## config.mk

```make
export PLATFORM = sky130hd
export DESIGN_NAME = rom_loader
export DESIGN_NICKNAME = d
export VERILOG_FILES = /design/src/rtl/rom_loader_pkg.sv /design/src/rtl/rom_region_decode.sv /design/src/rtl/rom_loader.sv
export SDC_FILE = /design/constraint.sdc
export NUM_CORES = 1
export LEC_CHECK = 0
export ABC_CLOCK_PERIOD_IN_PS = 2300
export BUFFER_PORTS_ARGS = -buffer_cell sky130_fd_sc_hd__buf_2
export CAP_MARGIN = 10
export CORE_UTILIZATION = 51
export CTS_CLUSTER_SIZE = 30
export DETAILED_ROUTE_END_ITERATION = 8
export PLACE_DENSITY = 0.8
export SYNTH_ARGS = -nofsm -noshare
export SYNTH_HDL_FRONTEND = slang
export SYNTH_SLANG_ARGS = --single-unit
```

## constraint.sdc

```tcl
create_clock -name clk_sys -period 2.3 [get_ports clk_sys]
set_input_delay 0.345 -clock clk_sys [delete_from_list [all_inputs] [get_ports clk_sys]]
set_output_delay 0.345 -clock clk_sys [all_outputs]
set_load 0.05 [all_outputs]
```

## src/rtl/rom_loader_pkg.sv

```systemverilog
// rom_loader_pkg: shared FSM states, stream indices and region parameter unpacking.
package rom_loader_pkg;

    typedef enum logic [1:0] {RUN, LOAD, FLUSH, HOLD} state_e;

    localparam logic [7:0] IDX_ROM = 8'd0;
    localparam logic [7:0] IDX_MOD = 8'd1;
    localparam logic [7:0] IDX_DIP = 8'd254;

    typedef struct packed {
        logic [24:0] base;
        logic [4:0]  aw;
    } region_t;

    function automatic region_t region_cfg(input logic [199:0] bases, input logic [39:0] aws, input int i);
        return '{base: bases[25*i +: 25], aw: aws[5*i +: 5]};
    endfunction

endpackage

```

## src/rtl/rom_region_decode.sv

```systemverilog
// rom_region_decode: maps a byte address onto the lowest-indexed matching ROM region.
module rom_region_decode
    import rom_loader_pkg::*;
#(
    parameter int           NUM_REGIONS = 3,
    parameter logic [199:0] REGION_BASE = {8{25'h0}},
    parameter logic [39:0]  REGION_AW   = {8{5'd15}}
) (
    input  logic [24:0]            addr_i,
    output logic                   hit_o,
    output logic [NUM_REGIONS-1:0] sel_o,
    output logic [24:0]            off_o
);

    logic [NUM_REGIONS-1:0] match;
    logic [24:0]            offs [NUM_REGIONS];

    for (genvar i = 0; i < NUM_REGIONS; i++) begin : g_region
        localparam region_t CFG = region_cfg(REGION_BASE, REGION_AW, i);
        // 26-bit compare so a region ending exactly at 2^25 still decodes
        assign match[i] = (addr_i >= CFG.base) &&
                          ({1'b0, addr_i} < ({1'b0, CFG.base} + (26'd1 << CFG.aw)));
        assign offs[i]  = addr_i - CFG.base;
    end

    always_comb begin
        hit_o = |match;
        sel_o = '0;
        off_o = '0;
        for (int k = NUM_REGIONS - 1; k >= 0; k--) begin
            if (match[k]) begin
                sel_o    = '0;
                sel_o[k] = 1'b1;
                off_o    = offs[k];
            end
        end
    end

endmodule

```

## src/rtl/rom_loader.sv

```systemverilog
// rom_loader: routes the ioctl download stream into ROM regions, DIP and mod registers,
// packing bytes into DW-bit words and holding core reset across each download.
module rom_loader
    import rom_loader_pkg::*;
#(
    parameter int           NUM_REGIONS = 3,
    parameter logic [199:0] REGION_BASE = {8{25'h0}},
    parameter logic [39:0]  REGION_AW   = {8{5'd15}},
    parameter int           DW          = 8,
    parameter int           DIP_BYTES   = 8,
    parameter int           RESET_HOLD  = 16
) (
    input  logic                     clk_sys,
    input  logic                     reset_n,
    input  logic                     ioctl_download,
    input  logic [7:0]               ioctl_index,
    input  logic                     ioctl_wr,
    input  logic [24:0]              ioctl_addr,
    input  logic [7:0]               ioctl_dout,
    output logic [NUM_REGIONS-1:0]   rom_we,
    output logic [24:0]              rom_addr,
    output logic [DW-1:0]            rom_data,
    output logic [8*DIP_BYTES-1:0]   dip,
    output logic [7:0]               mod,
    output logic                     core_reset_n,
    output logic                     busy,
    output logic [15:0]              miss_cnt
);

    localparam int SH = (DW == 16) ? 1 : 0;
    localparam int CW = $clog2(RESET_HOLD + 1);

    state_e                   state_q, state_d;
    logic [CW-1:0]            cnt_q, cnt_d;
    logic                     dl_q;
    logic [NUM_REGIONS-1:0]   we_q, we_d, bsel_q, bsel_d, ssel_q, ssel_d;
    logic [24:0]              addr_q, addr_d, baddr_q, baddr_d, saddr_q, saddr_d;
    logic [DW-1:0]            data_q, data_d;
    logic [7:0]               buf_q, buf_d, sbyte_q, sbyte_d, mod_q, mod_d;
    logic                     pend_q, pend_d, split_q, split_d;
    logic [8*DIP_BYTES-1:0]   dip_q, dip_d;
    logic [15:0]              miss_q, miss_d;
    logic                     hit, rom_wr, rise;
    logic [NUM_REGIONS-1:0]   sel;
    logic [24:0]              off, waddr;

    rom_region_decode #(
        .NUM_REGIONS (NUM_REGIONS),
        .REGION_BASE (REGION_BASE),
        .REGION_AW   (REGION_AW)
    ) u_dec (
        .addr_i (ioctl_addr),
        .hit_o  (hit),
        .sel_o  (sel),
        .off_o  (off)
    );

    assign rom_wr = ioctl_wr && ioctl_download && (ioctl_index == IDX_ROM);
    assign rise   = ioctl_download && !dl_q;
    assign waddr  = off >> SH;

    always_comb begin
        state_d = state_q;
        cnt_d   = cnt_q;
        case (state_q)
            RUN:   state_d = rise ? LOAD : RUN;
            LOAD:  state_d = ioctl_download ? LOAD : FLUSH;
            FLUSH: begin
                state_d = HOLD;
                cnt_d   = '0;
            end
            HOLD: begin
                cnt_d   = cnt_q + 1'b1;
                state_d = rise ? LOAD : (cnt_q == CW'(RESET_HOLD - 1)) ? RUN : HOLD;
            end
            default: state_d = RUN;
        endcase
    end

    always_comb begin
        we_d    = '0;
        addr_d  = addr_q;
        data_d  = data_q;
        pend_d  = pend_q;
        buf_d   = buf_q;
        bsel_d  = bsel_q;
        baddr_d = baddr_q;
        split_d = 1'b0;
        ssel_d  = ssel_q;
        saddr_d = saddr_q;
        sbyte_d = sbyte_q;
        miss_d  = miss_q;
        mod_d   = mod_q;
        dip_d   = dip_q;
        if (rom_wr && !hit && miss_q != 16'hFFFF)
            miss_d = miss_q + 16'd1;
        if (split_q) begin
            we_d   = ssel_q;
            addr_d = saddr_q;
            data_d = DW'({sbyte_q, 8'h00});
        end else if (state_q == FLUSH && pend_q) begin
            we_d   = bsel_q;
            addr_d = baddr_q;
            data_d = DW'({8'h00, buf_q});
            pend_d = 1'b0;
        end else if (rom_wr && hit) begin
            if (DW == 8) begin
                we_d   = sel;
                addr_d = waddr;
                data_d = DW'(ioctl_dout);
            end else if (!off[0]) begin
                // a second low byte before its partner retires the older one half-filled
                if (pend_q) begin
                    we_d   = bsel_q;
                    addr_d = baddr_q;
                    data_d = DW'({8'h00, buf_q});
                end
                pend_d  = 1'b1;
                buf_d   = ioctl_dout;
                bsel_d  = sel;
                baddr_d = waddr;
            end else if (pend_q && bsel_q == sel && baddr_q == waddr) begin
                we_d   = sel;
                addr_d = waddr;
                data_d = DW'({ioctl_dout, buf_q});
                pend_d = 1'b0;
            end else if (pend_q) begin
                we_d    = bsel_q;
                addr_d  = baddr_q;
                data_d  = DW'({8'h00, buf_q});
                pend_d  = 1'b0;
                split_d = 1'b1;
                ssel_d  = sel;
                saddr_d = waddr;
                sbyte_d = ioctl_dout;
            end else begin
                we_d   = sel;
                addr_d = waddr;
                data_d = DW'({ioctl_dout, 8'h00});
            end
        end
        if (ioctl_wr && ioctl_index == IDX_DIP)
            for (int k = 0; k < DIP_BYTES; k++)
                if (ioctl_addr == 25'(k))
                    dip_d[8*k +: 8] = ioctl_dout;
        if (ioctl_wr && ioctl_index == IDX_MOD && ioctl_addr == '0)
            mod_d = ioctl_dout;
    end

    always_ff @(posedge clk_sys or negedge reset_n) begin
        if (!reset_n) begin
            state_q <= HOLD;
            cnt_q   <= '0;
            dl_q    <= 1'b0;
            we_q    <= '0;
            addr_q  <= '0;
            data_q  <= '0;
            pend_q  <= 1'b0;
            buf_q   <= '0;
            bsel_q  <= '0;
            baddr_q <= '0;
            split_q <= 1'b0;
            ssel_q  <= '0;
            saddr_q <= '0;
            sbyte_q <= '0;
            miss_q  <= '0;
            mod_q   <= '0;
            dip_q   <= '0;
        end else begin
            state_q <= state_d;
            cnt_q   <= cnt_d;
            dl_q    <= ioctl_download;
            we_q    <= we_d;
            addr_q  <= addr_d;
            data_q  <= data_d;
            pend_q  <= pend_d;
            buf_q   <= buf_d;
            bsel_q  <= bsel_d;
            baddr_q <= baddr_d;
            split_q <= split_d;
            ssel_q  <= ssel_d;
            saddr_q <= saddr_d;
            sbyte_q <= sbyte_d;
            miss_q  <= miss_d;
            mod_q   <= mod_d;
            dip_q   <= dip_d;
        end
    end

    assign rom_we       = we_q;
    assign rom_addr     = addr_q;
    assign rom_data     = data_q;
    assign dip          = dip_q;
    assign mod          = mod_q;
    assign miss_cnt     = miss_q;
    assign core_reset_n = (state_q == RUN);
    assign busy         = (state_q == LOAD) || (state_q == HOLD);

endmodule
```

==> out/qor.yml, run 1 <==
root_buffer: "clkbuf_8"
r2r_end: "miss_cnt[14]$_DFFE_PN0P_"
avgSynthCellArea_sq_um: 14.4
crit_arrival_ps: 1510
r2r_setup_slack_ps: 460
crit_start: "state_q[1]$_DFF_PN1_"
htreeDepth: 4
layout-drive-gt1-share: 0.558
synth_fa_ha_area_frac: 0.00704
wl_per_cell_um: 18.3
die_x_um: 104
rr_startpoint: "miss_cnt[0]$_DFFE_PN0P_"
numPortBuffers: 168
status: "completed"
hold-path-cell-count: 2
clkTransAtPathRegs_ps: 60
drt.antenna.violating_nets: 0
grt_max_degree: 63
hold_class: "primary input to flip-flop"
endpoint: "core_reset_n"
fin_nets: 602
hold_viol: 0
seq_area_frac_synth: 0.611
tightest_slew_ps: 620
max_slew_margin: 0.587
synth_top_family_by_area: "multiplexers"
setup_viol: 0
viasPerCell: 5.38
synthXorXnorAreaFrac: 0.0246
period_needed_ps: 1860
synth-compound-area-share: 0.0110
rsz0062_at_grt: "no"
grt_overflow: 0
synth_edf_count: 0
drt_iter0_markers: 201
core_sq_mm: 0.00995
muxShareOfSynthArea: 0.210
drv_slew: 0
antenna_found_initial: 0
crit_slowest_cell: "dfstp_2"
cp_data_required_time_ps: 1960
die_area_sq_mm: 0.0109
leakage_nw: 3.98
grt_pass1_vias: 3970
drt-total-wl_mm: 12.8
clk_path_buf_depth: 2
yosysTopAreaCellShare: 0.601
n_antenna_cell: 0
synth.top_cells.by_area: "dfrtp_1, mux2_2, mux2_4, xnor2_1, nor2b_1"
grt_pass1_wl_mm: 20.7
synth_seq_cells: 130
fin_skew_ps: 4.13
ys.flop_type: "dfrtp_1"
cpPeakStageDelay_ps: 660
die_height_um: 104
async_reset_ff_frac: 1.00
fin_crit_sh: 0.807
final_util: 0.702
hpwl_mm: 8.82
setup_tns_ps: 0
drv_cap: 0
yosys.area_share.simple: 0.116
cts_tree: "done"
synth_area_leader_cell: "dfrtp_1"
end_kind: "output port"
fmax_mhz: 539
start_util: 0.535
cts_buffers: 17
grtUsageTotal: 0.250
syn2layout_area_growth_pct: 31.0
synthCells: 370
rows: 36
rr_worst_depth: 5
place.gp.congestion: 0.821
irDropWorstVdd_uv: 524
yosysWarnings: 0
clock_sinks: 130
syn_area_sq_mm: 0.00533
p_per_area_mw_per_mm2: 767
drt-pass1-iter-count: 4
drc: 0
routed-via-count: 3763
io_pins: 171
clock_latency_ps: 510
crit_chain: "nor2_1, buf_2"
start_kind: "flip-flop"
fin_hold_ws_ps: 86.5
synth_cell_types: 41
worst-path-max-fanout: 14
critPathKind: "flip-flop to output port"
-- logic make-up (layout without fill, tap and decap cells) --
kind of cell             after synthesis  in the layout
AO/OA/AOI/OAI                         10             10
XOR/XNOR                              15             15
adder cells (fa/ha/maj)                3              3
buffers and inverters                 25            220
flip-flops                           130            130
multiplexers                          97             97
other                                  1              2
AND/OR/NAND/NOR                       89             89
-- cell type report --
class / instances / area (sq um)
well taps: 133 / 166
clock inverters: 9 / 105
flip-flops and latches: 130 / 3260
repair buffers: 182 / 978
multi-input cells: 216 / 1980
inverters: 7 / 26.3
fillers: 696 / 2970
clock buffers: 22 / 473
-- metal layers --
metal,part of all wire,global-route usage,vias up
met4,0.014,0.0714,0
met2,0.50,0.412,162
met3,0.071,0.0858,18
met1,0.41,0.312,1892
met5,0,0,-
li1,-,-,1691
-- how the worst min path moves through the flow --
stage	startpoint	end	slack (ps)
after CTS	ioctl_addr[13]	rom_addr[13]$_DFFE_PN0P_	70
after floorplan	reset_n	cnt_q[0]$_DFFE_PN0P_	50
after detailed placement	reset_n	rom_addr[6]$_DFFE_PN0P_	250
after global routing	ioctl_addr[5]	rom_addr[5]$_DFFE_PN0P_	70
final	ioctl_addr[14]	rom_addr[14]$_DFFE_PN0P_	90
after global placement	reset_n	rom_addr[9]$_DFFE_PN0P_	240
-- state kept, by name, summed over array words and instances, names as in the netlist --
register / flops
dip: 64
rom_addr: 25
miss_cnt: 16
mod: 8
rom_data: 8
cnt_q: 5
state_q: 2
dl_q: 1
rom_we: 1
-- cell usage after synthesis, types with 2 or more instances --
| library cell | count |
|---|---|
| and3_1 | 3 |
| and4_1 | 5 |
| buf_1 | 8 |
| buf_2 | 3 |
| buf_4 | 2 |
| clkbuf_1 | 5 |
| dfrtp_1 | 128 |
| dfstp_2 | 2 |
| ha_1 | 3 |
| inv_1 | 7 |
| mux2_1 | 3 |
| mux2_2 | 85 |
| mux2_4 | 8 |
| nand2_1 | 10 |
| nand2_4 | 4 |
| nand3_1 | 11 |
| nand3b_1 | 2 |
| nand4_1 | 10 |
| nor2_1 | 8 |
| nor2b_1 | 12 |
| nor3_1 | 2 |
| nor4_1 | 8 |
| nor4_4 | 2 |
| nor4b_2 | 2 |
| o21ai_0 | 5 |
| o22ai_1 | 2 |
| or3_1 | 3 |
| xnor2_1 | 11 |
| xor2_1 | 4 |
-- worst max-delay path: cells and delay by family (launching register included) --
family                 cells  cell delay (ps)
flip-flops                 1              660
AND/OR/NAND/NOR            1              110
buffers and inverters      1              230
-- report_power, final --
group	total (mW)	switching [mW]	internal (mW)
clock	2.58	0.939	1.65
combinational	0.345	0.230	0.114
sequential	2.42	0.0704	2.35
total	5.35	1.24	4.11
-- metrics by stage --
step	instance area, sq um	power (mW)	std cells	setup slack [ps]
after floorplan	5330	2.64	371	115
after global placement	6390	2.77	666	49.8
after detailed placement	6390	2.80	666	-21.9
after CTS	6980	5.39	699	439
after global routing	6980	5.53	699	332
final	6980	5.35	699	444
-- what timing repair did --
action                     CTS  global route
resized for setup            0             0
setup endpoints to repair    0             0
buffers inserted             0             0
hold buffers                 2             0
hold endpoints to repair    20             0
-- layout by cell type, fill, tap and decap left out, types with 4 or more instances in the layout --
cell type    n
dfrtp_1    128
nor2_1       8
clkbuf_16   16
nand2_4      4
nor4_1       8
inv_1        7
xnor2_1     11
clkinv_2     4
nor2b_1     12
o21ai_0      5
nand4_1     10
buf_4       11
xor2_1       4
buf_2      167
mux2_2      85
and4_1       5
clkbuf_8     5
nand3_1     11
mux2_4       8
nand2_1     10
No activity file was read; power rests on OpenSTA's default activity.
==> run 2: changes to the inputs <==
- ABC_AREA: not set -> 1
- ABC_CLOCK_PERIOD_IN_PS: 2300 -> 1900
- CORE_UTILIZATION: 51 -> 52
- clock period: 2.3 -> 1.9 ns (I/O delays scaled with it)
==> run 2 against run 1 <==
Effect of this change:
- cell area is 10% higher
- core utilization is 2.3 points lower
- via count is 46% higher
- sequential share of layout area is 4.4 points lower
- routed wire length is 21% higher
- count of clock-buffer cells in the layout is 4 lower
- die area is 11% higher
- synthesized area is 14% higher
- hold slack worse by 9.1 ps
- clock power is 32% higher
- synthesized cell count is 100% higher
==> out/qor.yml, run 2 <==
p_clk_frac: 0.508  # +0.025
place.gp.congestion: 0.866  # +5.4%
clk_path_buf_depth: 2  # unchanged
avgSynthCellArea_sq_um: 8.12  # -44%
grtUsageTotal: 0.279  # +0.0291
critPathKind: "flip-flop to flip-flop"
clock_latency_ps: 420  # -90 ps
syn2layout_area_growth_pct: 27.4
grt_pass1_wl_mm: 25.1  # +22%
ys.flop_type: "dfrtp_1"
start_util: 0.532  # -0.00326
largest_reg_flops: 64  # unchanged
crit_arrival_ps: 1970  # +460 ps
seq_area_frac_synth: 0.538  # -0.0728
drv_slew: 0  # unchanged
syn_area_sq_mm: 0.00605  # +14%
die_x_um: 110  # +5.4%
drt_iter0_markers: 453  # +130%
synth_seq_cells: 130  # unchanged
final_common_cell: "nand2_1"
hpwl_mm: 10.8  # +22%
crit_path_frequent_cell: "nand2_1"
seq_power_share: 0.431  # -0.022
power_switching_mw: 1.55  # +25%
drt.antenna.violating_nets: 0  # unchanged
async_reset_ff_frac: 1.00  # unchanged
wl_per_cell_um: 14.3  # -22%
leakage_nw: 4.54  # +14%
swShare: 0.231  # about the same
fin_hold_ws_ps: 77.4  # -9.10 ps
setup_viol: 0  # unchanged
synth_cell_types: 32  # -22%
synth_edf_count: 0  # unchanged
worst_slack_ps: 286  # -158 ps
yosysMostFrequentCell: "nand2_1"
fin_nets: 970  # +61%
htreeDepth: 4  # unchanged
layout_common_cells: "nand2_1, buf_2, dfrtp_1"
grt_max_degree: 60  # -4.8%
io_pins: 171  # unchanged
synthCells: 745  # +100%
grt_pass1_vias: 5201  # +31%
numPortBuffers: 168  # unchanged
irDropWorstVdd_uv: 715  # +36%
yosysTopAreaCellShare: 0.529  # -0.0716
cts_setup_buffers: 0  # unchanged
crit_chain: "ha_1, inv_1, nor2_4, nand4_4, nand2_4, nand2_1, nand2_1"
drc: 0  # unchanged
drt-pass1-iter-count: 6  # +2
period_needed_ps: 1610
n_antenna_cell: 0  # unchanged
grt_overflow: 0  # unchanged
fmax_mhz: 620
synth_area_leader_cell: "dfrtp_1"
viasPerCell: 5.08  # -5.6%
fin_crit_sh: 0.849
cts_buffers: 17  # unchanged
yosysWarnings: 0  # unchanged
layout-drive-gt1-share: 0.272  # -0.287
intPower_mw: 5.16  # +25%
hold_viol: 0  # unchanged
die_height_um: 110  # +5.4%
fin_skew_ps: 4.42  # +0.290 ps
routed-via-count: 5481  # +46%
start_kind: "flip-flop"
pwr-share-comb: 0.061  # -0.003
worst-path-max-fanout: 16  # +2
drv_cap: 0  # unchanged
antenna_found_initial: 0  # unchanged
rsz0062_at_grt: "no"
drt-total-wl_mm: 15.5  # +21%
pre_cts_slack_ps: 262  # +284 ps
crit_slowest_cell: "dfrtp_1"
hold_class: "primary input to flip-flop"
final_util: 0.678  # -0.0235
clock_sinks: 130  # unchanged
cts_tree: "done"
core_sq_mm: 0.0114  # +14%
status: "completed"
root_buffer: "clkbuf_16"
cpPeakStageDelay_ps: 400  # -260 ps
synth.top_cells.by_area: "dfrtp_1, nand2_1, nand3_1, nor2_1, inv_1"
synth_common_cells: "nand2_1, dfrtp_1, nand3_1, nor2_1, inv_1"
die_area_sq_mm: 0.0121  # +11%
cp_data_required_time_ps: 2260  # +300 ps
p_per_area_mw_per_mm2: 871  # +14%
rows: 39  # +8.3%
end_kind: "flip-flop"
setup_tns_ps: 0  # unchanged
clkTransAtPathRegs_ps: 50  # about the same
-- run 2: logic make-up (layout without fill, tap and decap cells) --
family | count (synthesis) | after routing | share of synthesized area
AND/OR/NAND/NOR | 513 | 513 | 0.377
flip-flops | 130 | 130 | 0.538
buffers and inverters | 76 | 265 | 0.0544
AO/OA/AOI/OAI | 15 | 15 | 0.0139
XOR/XNOR | 7 | 7 | 0.0101
adder cells (fa/ha/maj) | 3 | 3 | 0.00620
other | 1 | 2 | 0.000620
-- run 2: path summary, 6_finish.rpt --
check	startpoint	end	slack (ps)	cells after the start
max	miss_cnt[0]$_DFFE_PN0P_	miss_cnt[12]$_DFFE_PN0P_	290	7
min	ioctl_addr[7]	rom_addr[7]$_DFFE_PN0P_	80	3
max reg2reg	miss_cnt[0]$_DFFE_PN0P_	miss_cnt[12]$_DFFE_PN0P_	290	7
min reg2reg	dip[51]$_DFFE_PN0P_	dip[51]$_DFFE_PN0P_	460	2
max in group asynchronous	reset_n	dip[56]$_DFFE_PN0P_	940	3
min in group asynchronous	reset_n	cnt_q[3]$_DFFE_PN0P_	330	2
-- run 2: area by class of cell --
| class | count | area, sq um |
|---|---|---|
| Fill cell | 963 | 3660 |
| Clock inverter | 14 | 188 |
| Timing Repair Buffer | 183 | 998 |
| Multi-Input combinational cell | 540 | 2470 |
| Tap cell | 143 | 179 |
| Clock buffer | 18 | 429 |
| Sequential cell | 130 | 3260 |
| Inverter | 50 | 188 |
-- run 2: layer usage --
metal / up-vias / GRT usage / wire length, um
li1: 2687 / - / -
met1: 2556 / 0.355 / 6570
met2: 213 / 0.443 / 7440
met3: 25 / 0.0747 / 1110
met4: 0 / 0.128 / 342
met5: - / 0 / 0
-- run 2: through the flow --
stage | cells | cell area (sq um) | power, mW
finish | 1078 | 7710 | 6.71
CTS | 1078 | 7710 | 6.76
global route | 1078 | 7710 | 6.95
global placement | 1044 | 7070 | 3.32
detailed placement | 1044 | 7070 | 3.34
floorplan | 746 | 6050 | 3.15
-- run 2: critical path, delay by kind of cell, from the launching register on --
family | cells | cell delay [ps]
buf+inv | 1 | 90
flops | 1 | 400
fa+ha+maj | 1 | 230
simple gates | 5 | 830
-- run 2: power groups by stage --
stage                     clock, mW  sequential, mW  combinational, mW
after global routing           3.59            2.90              0.463
final                          3.41            2.89              0.409
after floorplan                   0            2.93              0.224
after detailed placement          0            2.94              0.406
after CTS                      3.45            2.89              0.415
after global placement            0            2.94              0.388
-- run 2: what timing repair did --
action,CTS,global route
hold buffers,2,0
hold endpoints to repair,26,0
endpoints found under the setup margin,0,1
resized for setup,0,1
==> run 3: changes to the inputs <==
- ABC_AREA: 1 -> 0
- ABC_CLOCK_PERIOD_IN_PS: 1900 -> 1650
- CORE_UTILIZATION: 52 -> 51
- clock period: 1.9 -> 1.65 ns (I/O delays scaled with it)
==> run 3 against run 2 <==
Effect of this change:
- routed wire length decreased by 10%
- sequential cell count unchanged
- global-route usage decreased by 1.0 points
- via count decreased by 28%
- cell area decreased by 3.1%
- non-clock buffer count increased by 41
- cell count decreased by 31%
- core utilization increased by 7.2 points
- register-to-register slack got worse by 270 ps
- clock power increased by 6.5%
- critical path type unchanged
- sequential power increased by 15%
==> out/qor.yml, run 3 (synthesized netlist as in run 1, its figures left out) <==
rr_startpoint: "miss_cnt[1]$_DFFE_PN0P_"
grt_pass1_wl_mm: 22.0  # -12%
layout-drive-gt1-share: 0.609  # +0.338
layout_common_cells: "buf_2, dfrtp_1, mux2_2"
die_x_um: 104  # -5.1%
multi_input_area_sq_mm: 0.00210  # -15%
placed_cell_area_sq_mm: 0.00670  # -5.3%
root_buffer: "clkbuf_8"
drt-pass1-iter-count: 4  # -2
grt_overflow: 0  # unchanged
cts_buffers: 17  # unchanged
fin_crit_sh: 0.991  # +0.142
drt_iter0_markers: 125  # -72%
nFillCells: 651  # -32%
fin_cells: 742  # -31%
crit_arrival_ps: 2020  # +50 ps
fmax_mhz: 611  # -1.3%
drc: 0  # unchanged
syn2layout_area_growth_pct: 40.1
r2r_setup_slack_ps: 10  # -270 ps
drv_cap: 0  # unchanged
rsz0062_at_grt: "yes"
drv_slew: 0  # unchanged
start_util: 0.535  # +0.00326
hp-start: "ioctl_addr[4]"
htreeDepth: 4  # unchanged
grt_pass1_vias: 4206  # -19%
core_sq_mm: 0.00995  # -12%
rows: 36  # -7.7%
routed-via-count: 3971  # -28%
r2r_end: "miss_cnt[1]$_DFFE_PN0P_"
place_inst: 694  # -34%
setup_viol: 0  # unchanged
cp_data_required_time_ps: 2030  # -230 ps
tightest_slew_ps: 535
n_antenna_cell: 0  # unchanged
viasPerCell: 5.35  # +5.3%
clock_sinks: 130  # unchanged
irDropWorstVdd_uv: 764  # +6.9%
rr_worst_depth: 6  # -1
min_to: "rom_addr[4]$_DFFE_PN0P_"
cts_tree: "done"
die_height_um: 104  # -5.1%
max_slew_margin: 0.643
place.gp.congestion: 0.794  # -8.2%
die_area_sq_mm: 0.0109  # -10%
end_kind: "flip-flop"
wl_per_cell_um: 18.7  # +30%
grt_max_degree: 100  # +67%
period_needed_ps: 1640  # +21.4 ps
worst-path-max-fanout: 8  # -8
largest_reg_flops: 64  # unchanged
crit_start: "miss_cnt[1]$_DFFE_PN0P_"
io_pins: 171  # unchanged
grtUsageTotal: 0.268  # -0.0101
hpwl_mm: 9.03  # -16%
clkTransAtPathRegs_ps: 60  # about the same
design_power_total_mw: 7.55  # +12%
final_common_cell: "buf_2"
start_kind: "flip-flop"
hold-path-cell-count: 2  # -1
hold_class: "primary input to flip-flop"
critPathKind: "flip-flop to flip-flop"
clk_path_buf_depth: 2  # unchanged
clock_latency_ps: 500  # +80 ps
antenna_found_initial: 0  # unchanged
status: "completed"
ff_latch_area_sq_mm: 0.00326  # +0.19%
fin_hold_ws_ps: 30.3  # -47.1 ps
drt.antenna.violating_nets: 0  # unchanged
fin_nets: 644  # -34%
fin_skew_ps: 3.74  # -0.680 ps
hold_viol: 0  # unchanged
drt-total-wl_mm: 13.9  # -10%
numPortBuffers: 168  # unchanged
p_per_area_mw_per_mm2: 1010  # +16%
design_area_sq_mm: 0.00747  # -3.1%
leakage_nw: 4.22  # -7.1%
[run 3: cell type report]
| class | instances | area share |
|---|---|---|
| well taps | 133 | 0.0223 |
| inverters | 7 | 0.00352 |
| multi-input cells | 216 | 0.281 |
| flip-flops and latches | 130 | 0.437 |
| clock buffers | 18 | 0.0573 |
| repair buffers | 224 | 0.179 |
| clock inverters | 14 | 0.0204 |
[run 3: worst max-delay path by stage]
stage / to / slack (ps) / cells past startpoint
2_1_floorplan: dip[10]$_DFFE_PN0P_ / -240 / 5
5_1_grt: miss_cnt[1]$_DFFE_PN0P_ / -30 / 6
4_1_cts: miss_cnt[1]$_DFFE_PN0P_ / -20 / 6
3_3_place_gp: dip[56]$_DFFE_PN0P_ / -350 / 7
6_report: miss_cnt[1]$_DFFE_PN0P_ / 10 / 6
3_5_place_dp: dip[56]$_DFFE_PN0P_ / -440 / 7
[run 3: layer usage]
layer  global-route usage  part of all wire  wire (um)  vias to the layer above
met1                0.320              0.40       5540                     2010
met3               0.0890             0.065        900                       25
met2                0.449              0.51       7070                      156
met4                0.108             0.026        354                        0
met5                    0                 0          0                        -
li1                     -                 -          -                     1780
[run 3: through the flow]
stage / setup WS (ps) / TNS [ps] / util
after CTS: -15.8 / -15.8 / 0.744
after floorplan: -235 / -13510 / -
after global routing: -33.6 / -63.7 / 0.750
after detailed placement: -444 / -31260 / 0.673
after global placement: -350 / -24440 / 0.673
final: 14.7 / 0 / 0.750
[run 3: timing repair]
action                                  4_1_cts  5_1_grt
pin swaps                                     2        5
resized for setup                             2        8
hold buffers                                 11        1
hold endpoints to repair                    139        1
setup buffers                                 2        2
cloned                                        0        0
endpoints found under the setup margin        6        8
[run 3: where the power goes]
group          internal (mW)  switching (mW)
combinational          0.218           0.363
sequential              3.28          0.0558
clock                   2.21            1.42
[run 3: worst max-delay path: stages (launching register included)]
cell and delay [ps]:
dfrtp_2 420, ha_4 160, and4_4 160, nand4_1 80, nor4b_4 220, buf_6 170, mux2_4 310
